[config.mk]
export PLATFORM = sky130hd
export DESIGN_NAME = led_fade_driver
export DESIGN_NICKNAME = d
export VERILOG_FILES = /design/src/rtl/led_fade_driver.sv
export SDC_FILE = /design/constraint.sdc
export NUM_CORES = 1
export LEC_CHECK = 0
export BUFFER_PORTS_ARGS = -buffer_cell sky130_fd_sc_hd__buf_4
export CAP_MARGIN = 20
export CORE_UTILIZATION = 55
export CTS_BUF_LIST = sky130_fd_sc_hd__clkbuf_8 sky130_fd_sc_hd__clkbuf_16
export DETAILED_ROUTE_END_ITERATION = 7
export GPL_TIMING_DRIVEN = 0
export PLACE_DENSITY = 0.71
export SLEW_MARGIN = 30
export SYNTH_ARGS = -nofsm -noshare
export SYNTH_HDL_FRONTEND = slang
export SYNTH_SLANG_ARGS = --single-unit
[constraint.sdc]
create_clock -name clk -period 4.42 [get_ports clk]
set_input_delay 0.221 -clock clk [delete_from_list [all_inputs] [get_ports clk]]
set_output_delay 0.221 -clock clk [all_outputs]
set_load 0.1 [all_outputs]
[src/rtl/led_fade_driver.sv]
// Per-channel LED fader: ramps each channel's brightness toward the sequencer's
// on/off target one step per prescaler tick and drives the pins through PWM.
module led_fade_driver #(
  parameter int NUM_CH   = 3,
  parameter int PWM_BITS = 8,
  parameter int STEP_DIV = 196000
) (
  input  logic              clk,
  input  logic              rst,
  input  logic              en,
  input  logic [NUM_CH-1:0] led_in,
  output logic [NUM_CH-1:0] led_out,
  output logic              busy
);

  localparam int                  PRE_W    = (STEP_DIV > 1) ? $clog2(STEP_DIV) : 1;
  localparam logic [PRE_W-1:0]    PRE_LAST = PRE_W'(STEP_DIV - 1);
  localparam logic [PWM_BITS-1:0] LVL_MAX  = '1;

  typedef enum logic [1:0] {
    CH_OFF,
    CH_RISING,
    CH_ON,
    CH_FALLING
  } ch_state_e;

  // One brightness step toward the target, pinned at 0 and LVL_MAX.
  function automatic logic [PWM_BITS-1:0] sat_step(
    input logic [PWM_BITS-1:0] lvl,
    input logic                up
  );
    logic [PWM_BITS-1:0] res;
    res = lvl;
    if (up && (lvl != LVL_MAX)) begin
      res = lvl + PWM_BITS'(1);
    end else if (!up && (lvl != '0)) begin
      res = lvl - PWM_BITS'(1);
    end
    return res;
  endfunction

  logic [PRE_W-1:0]    prescaler_q, prescaler_d;
  logic [PWM_BITS-1:0] pwm_cnt_q, pwm_cnt_d;
  logic [NUM_CH-1:0]   led_in_q;
  logic [PWM_BITS-1:0] level_q [NUM_CH];
  logic [PWM_BITS-1:0] level_d [NUM_CH];
  ch_state_e           state_q [NUM_CH];
  ch_state_e           state_d [NUM_CH];
  logic [NUM_CH-1:0]   led_out_q, led_out_d;
  logic                busy_q, busy_d;
  logic                step_tick;

  always_comb begin
    step_tick   = en && (prescaler_q == PRE_LAST);
    prescaler_d = '0;
    if (en && !step_tick) begin
      prescaler_d = prescaler_q + PRE_W'(1);
    end
    pwm_cnt_d = en ? (pwm_cnt_q + PWM_BITS'(1)) : '0;
  end

  // State transitions look at the level after this cycle's step, so a ramp that
  // lands on an end point changes state on the same edge.
  always_comb begin
    for (int i = 0; i < NUM_CH; i++) begin
      level_d[i] = level_q[i];
      state_d[i] = state_q[i];
      if (step_tick) begin
        level_d[i] = sat_step(level_q[i], led_in_q[i]);
      end
      if (en) begin
        case (state_q[i])
          CH_OFF: begin
            if (led_in_q[i]) state_d[i] = CH_RISING;
          end
          CH_RISING: begin
            if (!led_in_q[i])               state_d[i] = CH_FALLING;
            else if (level_d[i] == LVL_MAX) state_d[i] = CH_ON;
          end
          CH_ON: begin
            if (!led_in_q[i]) state_d[i] = CH_FALLING;
          end
          CH_FALLING: begin
            if (led_in_q[i])              state_d[i] = CH_RISING;
            else if (level_d[i] == '0)    state_d[i] = CH_OFF;
          end
          default: state_d[i] = CH_OFF;
        endcase
      end
    end
  end

  always_comb begin
    led_out_d = '0;
    busy_d    = 1'b0;
    for (int i = 0; i < NUM_CH; i++) begin
      led_out_d[i] = en && ((level_q[i] == LVL_MAX) || (level_q[i] > pwm_cnt_q));
      busy_d       = busy_d || (state_d[i] == CH_RISING) || (state_d[i] == CH_FALLING);
    end
  end

  always_ff @(posedge clk or negedge rst) begin
    if (!rst) begin
      prescaler_q <= '0;
      pwm_cnt_q   <= '0;
      led_in_q    <= '0;
      led_out_q   <= '0;
      busy_q      <= 1'b0;
      for (int i = 0; i < NUM_CH; i++) begin
        level_q[i] <= '0;
        state_q[i] <= CH_OFF;
      end
    end else begin
      prescaler_q <= prescaler_d;
      pwm_cnt_q   <= pwm_cnt_d;
      led_in_q    <= led_in;
      led_out_q   <= led_out_d;
      busy_q      <= busy_d;
      for (int i = 0; i < NUM_CH; i++) begin
        level_q[i] <= level_d[i];
        state_q[i] <= state_d[i];
      end
    end
  end

  assign led_out = led_out_q;
  assign busy    = busy_q;

endmodule

==> results.json, run 1 <==
{
  "cts_buffer_depth": 2,
  "crit_chain": "or4b_1 > nor3_1 > and3_1 > clkbuf_1 > a21oi_1 > a221o_1 > or4_1 > o32ai_1 > nor2_1 > or3_1",
  "cp.required_ns": 4.65,
  "peakVddDrop_mv": 0.164,
  "grt_pass1_wl_mm": 17.0,
  "rsz0062_at_grt": "no",
  "synth-edff-count": 0,
  "ys.flop_type": "dfrtp_1",
  "place_hpwl_mm": 7.19,
  "grt_remaining_overflow": 0,
  "power_density_nw_per_um2": 262,
  "slowest_delay_ns": 0.54,
  "holdWs_ns": 0.474,
  "dpl.cell_count": 600,
  "root_buffer": "clkbuf_8",
  "hold_viol_final": 0,
  "cts-htree-levels": 3,
  "insertion_delay_ns": 0.36,
  "antenna_found_initial": 0,
  "crit_fanout": 9,
  "postCtsSetupBuffers": 0,
  "hp-class": "primary input to register",
  "drt_pre_antenna_iters": 5,
  "seq_area_frac_synth_pct": 36.7,
  "pwr-share-clk_pct": 38.4,
  "grt_pass1_vias": 3502,
  "p_leak_nw": 2.07,
  "yosys-top-cells-area": "dfrtp_1 37%, ha_1 10%, nor2_1 4.5%",
  "dieArea_um2": 8160,
  "relSlewSlack_pct": 46.8,
  "swShare_pct": 30.2,
  "wl_per_cell_um": 16.4,
  "io_pins": 10,
  "met2_usage_pct": 41.7,
  "nets": 557,
  "final_common_cell": "dfrtp_1",
  "io_buffer_count": 8,
  "clk_pin_slew_ns": 0.09,
  "fin_area_um2": 4690,
  "area_growth_pct": 9.39,
  "cap_violations": 0,
  "drv_slew": 0,
  "final.setup.tns_ns": 0,
  "die_w_um": 90.3,
  "die_h_um": 90.3,
  "fin_crit_ns": 3.90,
  "status": "completed",
  "ys_warn_count": 0,
  "clock_skew_ns": 0.0137,
  "syn-cell-area_um2": 4290,
  "gp_congestion": 0.952,
  "routed_wl_mm": 10.1,
  "period_share_pct": 88.3,
  "synth_top_area_cell": "dfrtp_1",
  "vias": 3769,
  "grtUsageMet3_pct": 3.37,
  "initial_core_util_pct": 57.9,
  "antenna_cells": 0,
  "use_met1_pct": 36.4,
  "endpoint_kind": "register",
  "fillers": 636,
  "finalWorstSetupSlack_ns": 0.518,
  "cts.sinks": 63,
  "p_seq_share_pct": 50.5,
  "synth_cell_types": 61,
  "comb_power_share_pct": 11.2,
  "core-area_um2": 7410,
  "drc": 0,
  "grt_max_degree": 64,
  "netlist.area_leader.share_pct": 36.7,
  "place_ws_ns": 0.573,
  "final_cell_mix": "63 x dfrtp_1, 52 x nor2_1, 38 x inv_1",
  "ys_ff_latch": 63,
  "syn_nets": 534,
  "layoutNonFillerInstCount": 620,
  "grtUsageTotal_pct": 26.1,
  "worst-path-buf-inv": 1,
  "crit_family": "simple AND/OR/NAND/NOR gates",
  "cts_buffers": 9,
  "cts_tree": "built",
  "cp.arrival_ns": 4.13,
  "dpl_cell_area_um2": 4480,
  "path_class": "register to register",
  "setup_viol": 0,
  "rows": 31,
  "async_reset_ff_share_pct": 100,
  "viasPerCell": 6.08,
  "drtAntennaViolNets": 0,
  "worst_slew_pin_slew_ns": 0.798,
  "grt_busiest_layer": "met2",
  "p_switching_uw": 372,
  "startpoint_type": "register",
  "max_freq_mhz": 256,
  "layout-drive-gt1-share_pct": 6.53,
  "synthCells": 493,
  "p_int_uw": 859,
  "slowest_stage": "or4b_1",
  "drtIter0Drc": 252,
  "avgSynthCellArea_um2": 8.71
}
power groups by stage:
stage	logic, mW	clock network [mW]	registers, mW
3_5_place_dp	0.134	0	0.632
5_1_grt	0.153	0.499	0.624
2_1_floorplan	0.0782	0	0.645
4_1_cts	0.138	0.482	0.620
6_report	0.137	0.472	0.622
3_3_place_gp	0.132	0	0.631
cell type report:
class	count	area, um2	share of cell area [%]
Tap cell	99	124	2.64
Clock buffer	9	124	2.64
Sequential cell	63	1580	33.6
Timing Repair Buffer	12	100	2.13
Buffer	16	68.8	1.47
Inverter	38	143	3.04
Clock inverter	7	55.1	1.17
Multi-Input combinational cell	376	2500	53.3
final timing paths:
check	startpoint	end	slack, ns	cells past startpoint
setup / recovery	prescaler_q[5]$_DFF_PN0_	busy$_DFF_PN0_	0.52	10
hold / removal	en	led_out[2]$_DFF_PN0_	0.47	3
setup reg to reg	prescaler_q[5]$_DFF_PN0_	busy$_DFF_PN0_	0.52	10
hold reg to reg	prescaler_q[0]$_DFF_PN0_	prescaler_q[0]$_DFF_PN0_	0.50	1
max in group asynchronous	rst	busy$_DFF_PN0_	3.41	2
min in group asynchronous	rst	level_q[15]$_DFF_PN0_	0.49	2
Yosys cell counts, types with 4 or more instances:
master    count
a211oi_1      5
a21o_1        4
a21oi_1      29
a31oi_1       5
and3_1        9
clkbuf_1     14
dfrtp_1      63
ha_1         35
inv_1        38
nand2_1      22
nand2b_1      7
nand3_1      33
nand4_1      18
nor2_1       52
nor2b_1       4
nor3_1       15
o21a_1        4
o21ai_0      21
or2_2         4
or3_1         8
or4_1         6
xnor2_1      21
xor2_1       18
metrics by stage:
step,power (mW),utilization (%)
6_report,1.23,63.4
5_1_grt,1.28,63.4
4_1_cts,1.24,63.4
3_5_place_dp,0.765,60.4
3_3_place_gp,0.762,60.4
2_1_floorplan,0.723,-
kinds of logic (layout without fill, tap and decap cells):
logic type,after synthesis,after routing,share of synthesized area [%]
AOI/OAI and AO/OA,101,101,15.3
xor gates and xnor gates,39,39,7.96
adders and majority gates,35,35,10.2
buffers and inverters,54,82,4.93
DFF,63,63,36.7
and+or+nand+nor,201,201,24.8
metal layers:
layer	routed length [um]	share of wire, %	vias to the layer above
li1	-	-	1828
met1	4870	48	1820
met2	4670	46	106
met3	437	4.3	15
met4	168	1.7	0
met5	0	0	-
state kept, by name (all words and copies together), names as in the netlist:
signal and count:
busy 1, led_in_q 3, led_out 3, level_q 24
prescaler_q 18, pwm_cnt_q 8, state_q 6
worst reg2reg max path, stage by stage, from the launching register on:
cell and delay (ns):
dfrtp_1 0.44, or4b_1 0.54, nor3_1 0.32, and3_1 0.21
clkbuf_1 0.46, a21oi_1 0.13, a221o_1 0.33, or4_1 0.52
o32ai_1 0.31, nor2_1 0.16, or3_1 0.38
what timing repair did:
action / 4_1_cts / 5_1_grt
endpoints found under the setup margin: 0 / 0
hold buffers: 4 / 0
hold endpoints to repair: 54 / 0
gates resized for setup: 0 / 0
(Power assumes the default switching activity.)
==> run 2: changes to the inputs <==
--- a/config.mk
+++ b/config.mk
@@ -7,6 +7,7 @@
 export LEC_CHECK = 0
 export BUFFER_PORTS_ARGS = -buffer_cell sky130_fd_sc_hd__buf_4
 export CAP_MARGIN = 20
+export CORE_ASPECT_RATIO = 1.1
 export CORE_UTILIZATION = 55
 export CTS_BUF_LIST = sky130_fd_sc_hd__clkbuf_8 sky130_fd_sc_hd__clkbuf_16
 export DETAILED_ROUTE_END_ITERATION = 7
==> constraint.sdc (replaced) <==
create_clock -name clk -period 4.66 [get_ports clk]
set_input_delay 0.233 -clock clk [delete_from_list [all_inputs] [get_ports clk]]
set_output_delay 0.233 -clock clk [all_outputs]
set_load 0.1 [all_outputs]
==> results.json, run 2 (same netlist as run 1, synthesis figures left out) <==
{
  "clk_pin_slew_ns": 0.07,
  "worst_slew_pin_slew_ns": 0.803,
  "cts.sinks": 63,
  "grt_pass1_wl_mm": 16.7,
  "setup_viol": 0,
  "final_common_cell": "dfrtp_1",
  "crit_chain": "or4b_1 > or3_1 > buf_2 > a211oi_1 > nand2_1 > xnor2_1 > or4b_1 > o311ai_0 > nand3b_1 > or3_1",
  "drt_pre_antenna_iters": 5,
  "place_hpwl_mm": 7.26,
  "antenna_found_initial": 0,
  "viasPerCell": 5.99,
  "initial_core_util_pct": 57.1,
  "rows": 33,
  "final_util_pct": 62.9,
  "root_buffer": "clkbuf_8",
  "grt_remaining_overflow": 0,
  "vias": 3740,
  "holdWs_ns": -0.0472,
  "slowest_delay_ns": 0.56,
  "fin_crit_ns": 3.93,
  "peakVddDrop_mv": 0.165,
  "final_cell_mix": "63 x dfrtp_1, 52 x nor2_1, 39 x inv_1",
  "antenna_cells": 0,
  "place_ws_ns": 0.801,
  "dpl_cell_area_um2": 4480,
  "area_growth_pct": 10.1,
  "grtUsageTotal_pct": 26.6,
  "cp.arrival_ns": 4.15,
  "top_register": "level_q",
  "cts_tree": "built",
  "cts-htree-levels": 3,
  "die_h_um": 94.6,
  "cp.required_ns": 4.88,
  "routed_wl_mm": 10.0,
  "final.setup.tns_ns": 0,
  "path_class": "register to register",
  "die_w_um": 86.2,
  "status": "complete, but fails checks",
  "cts_buffer_depth": 2,
  "endpoint_kind": "register",
  "drv_slew": 0,
  "power_density_nw_per_um2": 261,
  "io_pins": 10,
  "max_freq_mhz": 255,
  "drtAntennaViolNets": 0,
  "startpoint_type": "register",
  "slowest_stage": "or4b_1",
  "dieArea_um2": 8160,
  "grt_max_degree": 64,
  "io_buffer_count": 8,
  "cts_buffers": 9,
  "largest_reg_flops": 24,
  "r2r_cells": 10,
  "p_leak_nw": 2.09,
  "grt_pass1_vias": 3543,
  "period_share_pct": 84.3,
  "nets": 556,
  "finalWorstSetupSlack_ns": 0.732,
  "cap_violations": 0,
  "layout-drive-gt1-share_pct": 6.17,
  "rsz0062_at_grt": "no",
  "hold_viol_final": 20,
  "core-area_um2": 7510,
  "wl_per_cell_um": 16.0,
  "failed_checks": "negative hold slack",
  "crit_fanout": 6,
  "drc": 0,
  "clock_skew_ns": 0.0100,
  "hp-class": "primary input to asynchronous set/reset pin",
  "fin_area_um2": 4720,
  "drtIter0Drc": 303,
  "relSlewSlack_pct": 46.5,
  "top_regs": "level_q: 24 flops, prescaler_q: 18 flops, pwm_cnt_q: 8 flops",
  "insertion_delay_ns": 0.34,
  "postCtsSetupBuffers": 0,
  "gp_congestion": 0.953
}
-- run 2: report_power, final --
part | leakage, nW | total [mW] | internal [mW] | switching (mW)
clock network | 0.113 | 0.514 | 0.309 | 0.205
logic | 1.15 | 0.131 | 0.0498 | 0.0816
registers | 0.828 | 0.590 | 0.567 | 0.0228
total | 2.09 | 1.24 | 0.926 | 0.309
-- run 2: worst paths after layout --
path / slack [ns] / from / end
worst max-delay path: 0.73 / prescaler_q[5]$_DFF_PN0_ / busy$_DFF_PN0_
worst min-delay path: -0.05 / rst / pwm_cnt_q[5]$_DFF_PN0_
worst max register to register: 0.73 / prescaler_q[5]$_DFF_PN0_ / busy$_DFF_PN0_
worst min register to register: 0.50 / prescaler_q[0]$_DFF_PN0_ / prescaler_q[0]$_DFF_PN0_
max in group asynchronous: 4.14 / rst / level_q[17]$_DFF_PN0_
min in group clk: 0.50 / prescaler_q[0]$_DFF_PN0_ / prescaler_q[0]$_DFF_PN0_
-- run 2: worst max-delay path: cells and delay by family (launching register included) --
kind            cells  cell delay, ns
buf+inv             1            0.16
compound gates      2            0.86
simple gates        6            2.18
flops               1            0.42
xor+xnor            1            0.20
-- run 2: metal layers --
layer	share of wire, %	track usage [%]
met5	0	0
met4	1.9	10.1
met3	4.0	4.37
met2	49	45.3
met1	45	33.8
-- run 2: layout make-up --
class | count | area (um2)
tap | 105 | 131
sequential | 63 | 1580
clock inverter | 5 | 73.8
fill | 672 | 2790
buffer | 16 | 68.8
timing repair buffer | 11 | 90.1
inverter | 38 | 143
clock buffer | 10 | 138
multi-input combinational | 376 | 2500
-- run 2: timing repair --
action                     in CTS  in global routing
gates resized for setup         0                  0
setup endpoints to repair       0                  0
hold buffers                    3                  0
hold endpoints to repair        3                  0
-- run 2: through the flow --
stage / hold WS (ns) / total power, mW / instances
3_3_place_gp: 0.342 / 0.726 / 606
2_1_floorplan: -0.0626 / 0.686 / 493
4_1_cts: 0.00320 / 1.24 / 624
5_1_grt: 0.0473 / 1.29 / 624
3_5_place_dp: 0.343 / 0.729 / 606
6_report: -0.0472 / 1.24 / 624
